## config.mk

```make
export PLATFORM = sky130hd
export DESIGN_NAME = sdrahb_ram_arb
export DESIGN_NICKNAME = d
export VERILOG_FILES = /design/src/rtl/sdrahb_ram_arb.sv
export SDC_FILE = /design/constraint.sdc
export NUM_CORES = 1
export LEC_CHECK = 0
export CAP_MARGIN = 20
export CORE_AREA = 5 5 90 92
export CTS_BUF_LIST = sky130_fd_sc_hd__clkbuf_16
export DETAILED_ROUTE_END_ITERATION = 12
export DIE_AREA = 0 0 95 97
export PLACE_DENSITY = 0.79
export SLEW_MARGIN = 25
export SYNTH_ARGS = -nofsm -noshare
export SYNTH_HDL_FRONTEND = slang
export SYNTH_SLANG_ARGS = --single-unit
```

## constraint.sdc

```tcl
create_clock -name clk -period 3.4 [get_ports clk]
set_input_delay 0.51 -clock clk [delete_from_list [all_inputs] [get_ports clk]]
set_output_delay 0.51 -clock clk [all_outputs]
set_load 0.05 [all_outputs]
```

## src/rtl/sdrahb_ram_arb.sv

```systemverilog
// Read/write access arbiter for the SDRAHB dual-port ECC RAM: two requesters,
// independent round-robin read and write pools, and write-wins collision handling.
module sdrahb_ram_arb #(
  parameter int ADDR_WIDTH = 10,
  parameter int DATA_WIDTH = 32
) (
  input  logic                  clk,
  input  logic                  rst,
  input  logic                  a_req,
  input  logic                  a_we,
  input  logic [ADDR_WIDTH-1:0] a_addr,
  input  logic [DATA_WIDTH-1:0] a_wdata,
  input  logic                  b_req,
  input  logic                  b_we,
  input  logic [ADDR_WIDTH-1:0] b_addr,
  input  logic [DATA_WIDTH-1:0] b_wdata,
  output logic                  a_gnt,
  output logic                  b_gnt,
  output logic                  a_rvalid,
  output logic                  b_rvalid,
  output logic [DATA_WIDTH-1:0] a_rdata,
  output logic [DATA_WIDTH-1:0] b_rdata,
  output logic                  ram_wr_en,
  output logic [ADDR_WIDTH-1:0] ram_wr_addr,
  output logic [ADDR_WIDTH-1:0] ram_rd_addr,
  output logic [DATA_WIDTH-1:0] ram_data_in,
  input  logic [DATA_WIDTH-1:0] ram_data_out
);

  typedef enum logic {REQ_A = 1'b0, REQ_B = 1'b1} req_id_e;

  req_id_e rd_last_q, rd_last_d;
  req_id_e wr_last_q, wr_last_d;
  req_id_e rd_owner_q, rd_owner_d;
  logic    rd_pend_q, rd_pend_d;

  logic    a_wr, b_wr, a_rd, b_rd;
  logic    wr_go, rd_go, collide;
  req_id_e wr_win, rd_win;

  assign a_wr = a_req & a_we;
  assign b_wr = b_req & b_we;
  assign a_rd = a_req & ~a_we;
  assign b_rd = b_req & ~b_we;

  // Write pool is resolved first; the read pool depends on its result.
  always_comb begin
    // NOTE: every signal assigned here gets a default first, so no path can infer a latch.
    wr_go       = 1'b0;
    wr_win      = REQ_A;
    wr_last_d   = wr_last_q;
    ram_wr_addr = a_addr;
    ram_data_in = a_wdata;
    if (!rst && (a_wr || b_wr)) begin
      wr_go = 1'b1;
      if (a_wr && b_wr) begin
        wr_win = (wr_last_q == REQ_A) ? REQ_B : REQ_A;
      end else begin
        wr_win = a_wr ? REQ_A : REQ_B;
      end
      wr_last_d = wr_win;
    end
    if (wr_win == REQ_B) begin
      ram_wr_addr = b_addr;
      ram_data_in = b_wdata;
    end
  end

  // A read hitting the address being written this cycle waits one cycle so it sees new data.
  always_comb begin
    rd_win = REQ_A;
    if (a_rd && b_rd) begin
      rd_win = (rd_last_q == REQ_A) ? REQ_B : REQ_A;
    end else if (b_rd) begin
      rd_win = REQ_B;
    end
    ram_rd_addr = (rd_win == REQ_B) ? b_addr : a_addr;
    collide     = wr_go && (ram_rd_addr == ram_wr_addr);
    rd_go       = !rst && (a_rd || b_rd) && !collide;
    rd_last_d   = rd_go ? rd_win : rd_last_q;
    rd_owner_d  = rd_go ? rd_win : rd_owner_q;
    rd_pend_d   = rd_go;
  end

  always_ff @(posedge clk) begin
    // NOTE: state uses non-blocking assignments so every flop samples pre-edge values.
    if (rst) begin
      rd_last_q  <= REQ_B;
      wr_last_q  <= REQ_B;
      rd_owner_q <= REQ_A;
      rd_pend_q  <= 1'b0;
    end else begin
      rd_last_q  <= rd_last_d;
      wr_last_q  <= wr_last_d;
      rd_owner_q <= rd_owner_d;
      rd_pend_q  <= rd_pend_d;
    end
  end

  assign a_gnt     = (wr_go && wr_win == REQ_A) || (rd_go && rd_win == REQ_A);
  assign b_gnt     = (wr_go && wr_win == REQ_B) || (rd_go && rd_win == REQ_B);
  assign ram_wr_en = wr_go;

  // Gating with rst drops a read granted just before reset asserts.
  assign a_rvalid = rd_pend_q && (rd_owner_q == REQ_A) && !rst;
  assign b_rvalid = rd_pend_q && (rd_owner_q == REQ_B) && !rst;
  assign a_rdata  = ram_data_out;
  assign b_rdata  = ram_data_out;

endmodule
```

==> key figures <==
Global routing
  – First-pass GRT wire length: 10600 um
  – All-Layer GR Usage: 0.144
  – Largest net degree at the start of global routing: 24
  – Grt ovf: 0
  – Initial antenna violation count: 0
  – Number of global-route vias before repair: 2094

Finish
  – Layout cells sized above 1: 0.236
  – Filler cell count in the final layout: 703
  – Area Overhead vs Synth: 99.0%
  – Nets: 471
  – Commonest cells after routing, fill and taps aside: 129 x nand2_1, 92 x clkdlybuf4s50_1, 44 x buf_12
  – Most common cell after layout, fill and taps aside: nand2_1
  – Antenna Cells: 0

Floorplanning
  – Row cnt: 31
  – DIE AREA: 9220 sq um
  – Die width: 95 um
  – Die height: 97 um
  – I/O pin cnt: 243
  – Starting Density: 0.226
  – Core Area: 7140 sq um

Pwr
  – Peak supply drop: 0.189 mV
  – Combinational share of power: 0.720
  – Net Sw Frac: 0.419
  – Power Dens Cells: 269 nW/um^2
  – P_sw: 363 uW
  – P_leak: 1.45 nW
  – Design Power: 866 uW
  – Internal Power: 503 uW
  – Seq pwr share: 0.062
  – Clk pwr share: 0.218

Routing
  – DR WL/cell: 16.0 um
  – Vias post-DR: 1978
  – Final wirelength: 7150 um
  – Vias/cell: 4.43
  – Initial drt markers: 37
  – Remaining DRCs: 0
  – DRT antenna net count: 0
  – First-pass iteration count of the detailed router: 4

CTS
  – Max clock buf depth: 2
  – CTS Hold Buffers Added: 0
  – CTS Sinks: 4
  – Worst-Skew Late Latency: 0.23 ns
  – Cts repair resizes: 0
  – Clk root buf: clkbuf_16
  – Worst-path clk slew: 0.03 ns
  – H-tree levels: 1
  – CTS buffer count: 3
  – CTS tree: done
  – Postcts setup bufs: 0

Yosys
  – Avg Inst Size Synth: 6.05 sq um
  – Syn. warnings: 0
  – #FFs+latches synth: 4
  – Synth Cell Area: 1610 sq um
  – EDFF count, synth: 0
  – Synth Flop Type: dfxtp_1
  – Async SR Flop Fraction: 0
  – Syn Nets: 389
  – Mapped Cells: 267
  – Seq/Total Area, Yosys: 0.0496
  – Synth cell types: 38

Setup path
  – CP dominant cell by count: clkdlybuf4s50_1
  – Crit path capture type: primary output
  – Nature of the critical path startpoint: primary input
  – Slowest CP cell: clkdlybuf4s50_1
  – Arr. time, crit path: 2.50 ns
  – Max stage delay on crit path: 0.90 ns
  – Flop2flop setup slack: 1.87 ns
  – CP max FO: 5
  – CP Class: primary input to primary output
  – Critical-path cell list: clkdlybuf4s50_1 > nand2_1 > a21oi_1 > clkdlybuf4s50_1
  – Req. time, crit path: 2.89 ns

Timing
  – Final Max Tran Viols: 0
  – Worst-margin pin slew: 0.527 ns
  – Final setup margin: 0.387 ns
  – Clock Skews: 0.00366 ns
  – Setup violators final: 0
  – Fmax: 0.332 GHz
  – Final Hold Fails: 0
  – Crit path time final: 3.01 ns
  – Slew HR: 0.648
  – RSZ-0062 raised after global routing: no
  – Final period utilization: 0.886
  – Setup TNS: 0 ns
  – Hold_ws: 0.493 ns

Placement
  – Post-DP HPWL: 6160 um
  – Routability Congestion: 0.767
  – Worst slack at placement: 0.394 ns
  – Port bufs: 146

Run status
  – Outcome: finished clean

Job
  – Max-Cap Viols: 0

Hold path
  – Hold crit path type: flip-flop to flip-flop
[power groups by stage]
stage,Sequential [mW],Combinational (mW),Clock (mW)
detailed placement,0.0539,0.625,0
floorplan,0.0530,0.488,0
global route,0.0536,0.653,0.191
global placement,0.0536,0.619,0
CTS,0.0533,0.628,0.189
finish,0.0535,0.623,0.189
[flip-flops by register name, summed over array words and instances, names as in the netlist]
register,flops
rd_last_q,1
rd_owner_q,1
rd_pend_q,1
wr_last_q,1
[metrics by stage]
step            util  cell area [sq um]  instances
6_report       0.450               3210        446
5_1_grt        0.450               3210        446
4_1_cts        0.450               3210        446
3_5_place_dp   0.440               3140        443
3_3_place_gp   0.440               3140        443
2_1_floorplan      -               1610        267
[final cells by class]
class / count / area (sq um) / share of cell area
multi-input cells: 188 / 1010 / 0.315
well taps: 99 / 124 / 0.0386
repair buffers: 152 / 1920 / 0.598
clock buffers: 3 / 75.1 / 0.0234
flip-flops and latches: 4 / 80.1 / 0.0249
[metal layers]
layer | global-route usage | routed length, um | up-vias
li1 | - | - | 951
met3 | 0.0621 | 1020 | 10
met4 | 0.0289 | 70 | 0
met1 | 0.129 | 2210 | 859
met5 | 0 | 0 | -
met2 | 0.288 | 3840 | 158
[final timing paths]
path                            cells past startpoint                     from                       to
worst max-delay path                                4                    a_req                ram_wr_en
worst min-delay path                                2  rd_owner_q$_SDFFE_PP0N_  rd_owner_q$_SDFFE_PP0N_
worst max register to register                      4   wr_last_q$_SDFFE_PP1P_     rd_pend_q$_SDFF_PP0_
worst min register to register                      2  rd_owner_q$_SDFFE_PP0N_  rd_owner_q$_SDFFE_PP0N_
[critical path, delay by kind of cell]
kind	cells	cell delay [ns]
buffers and inverters	2	1.49
AOI/OAI and AO/OA	1	0.34
and+or+nand+nor	1	0.16
[synth_stat cells, types with 2 or more instances]
| master | count | area, sq um |
|---|---|---|
| nand2_1 | 129 | 484 |
| buf_4 | 64 | 480 |
| o21ai_1 | 3 | 15.0 |
| clkbuf_1 | 5 | 18.8 |
| nand2b_1 | 2 | 12.5 |
| a21oi_1 | 2 | 10.0 |
| nor2_1 | 5 | 18.8 |
| nor3b_1 | 2 | 15.0 |
| xor2_1 | 8 | 70.1 |
| o21ai_0 | 2 | 10.0 |
| dfxtp_1 | 4 | 80.1 |
| mux2_2 | 10 | 113 |
| buf_2 | 5 | 25.0 |
| nor2b_1 | 2 | 12.5 |
[kinds of logic after synthesis]
logic type,Yosys count,synth area share
AO/OA/AOI/OAI,18,0.106
multiplexers,10,0.0698
XOR/XNOR,9,0.0488
AND/OR/NAND/NOR,151,0.394
flip-flops,4,0.0496
buffers and inverters,75,0.332
Note: power is estimated with default switching activity, not from simulation.
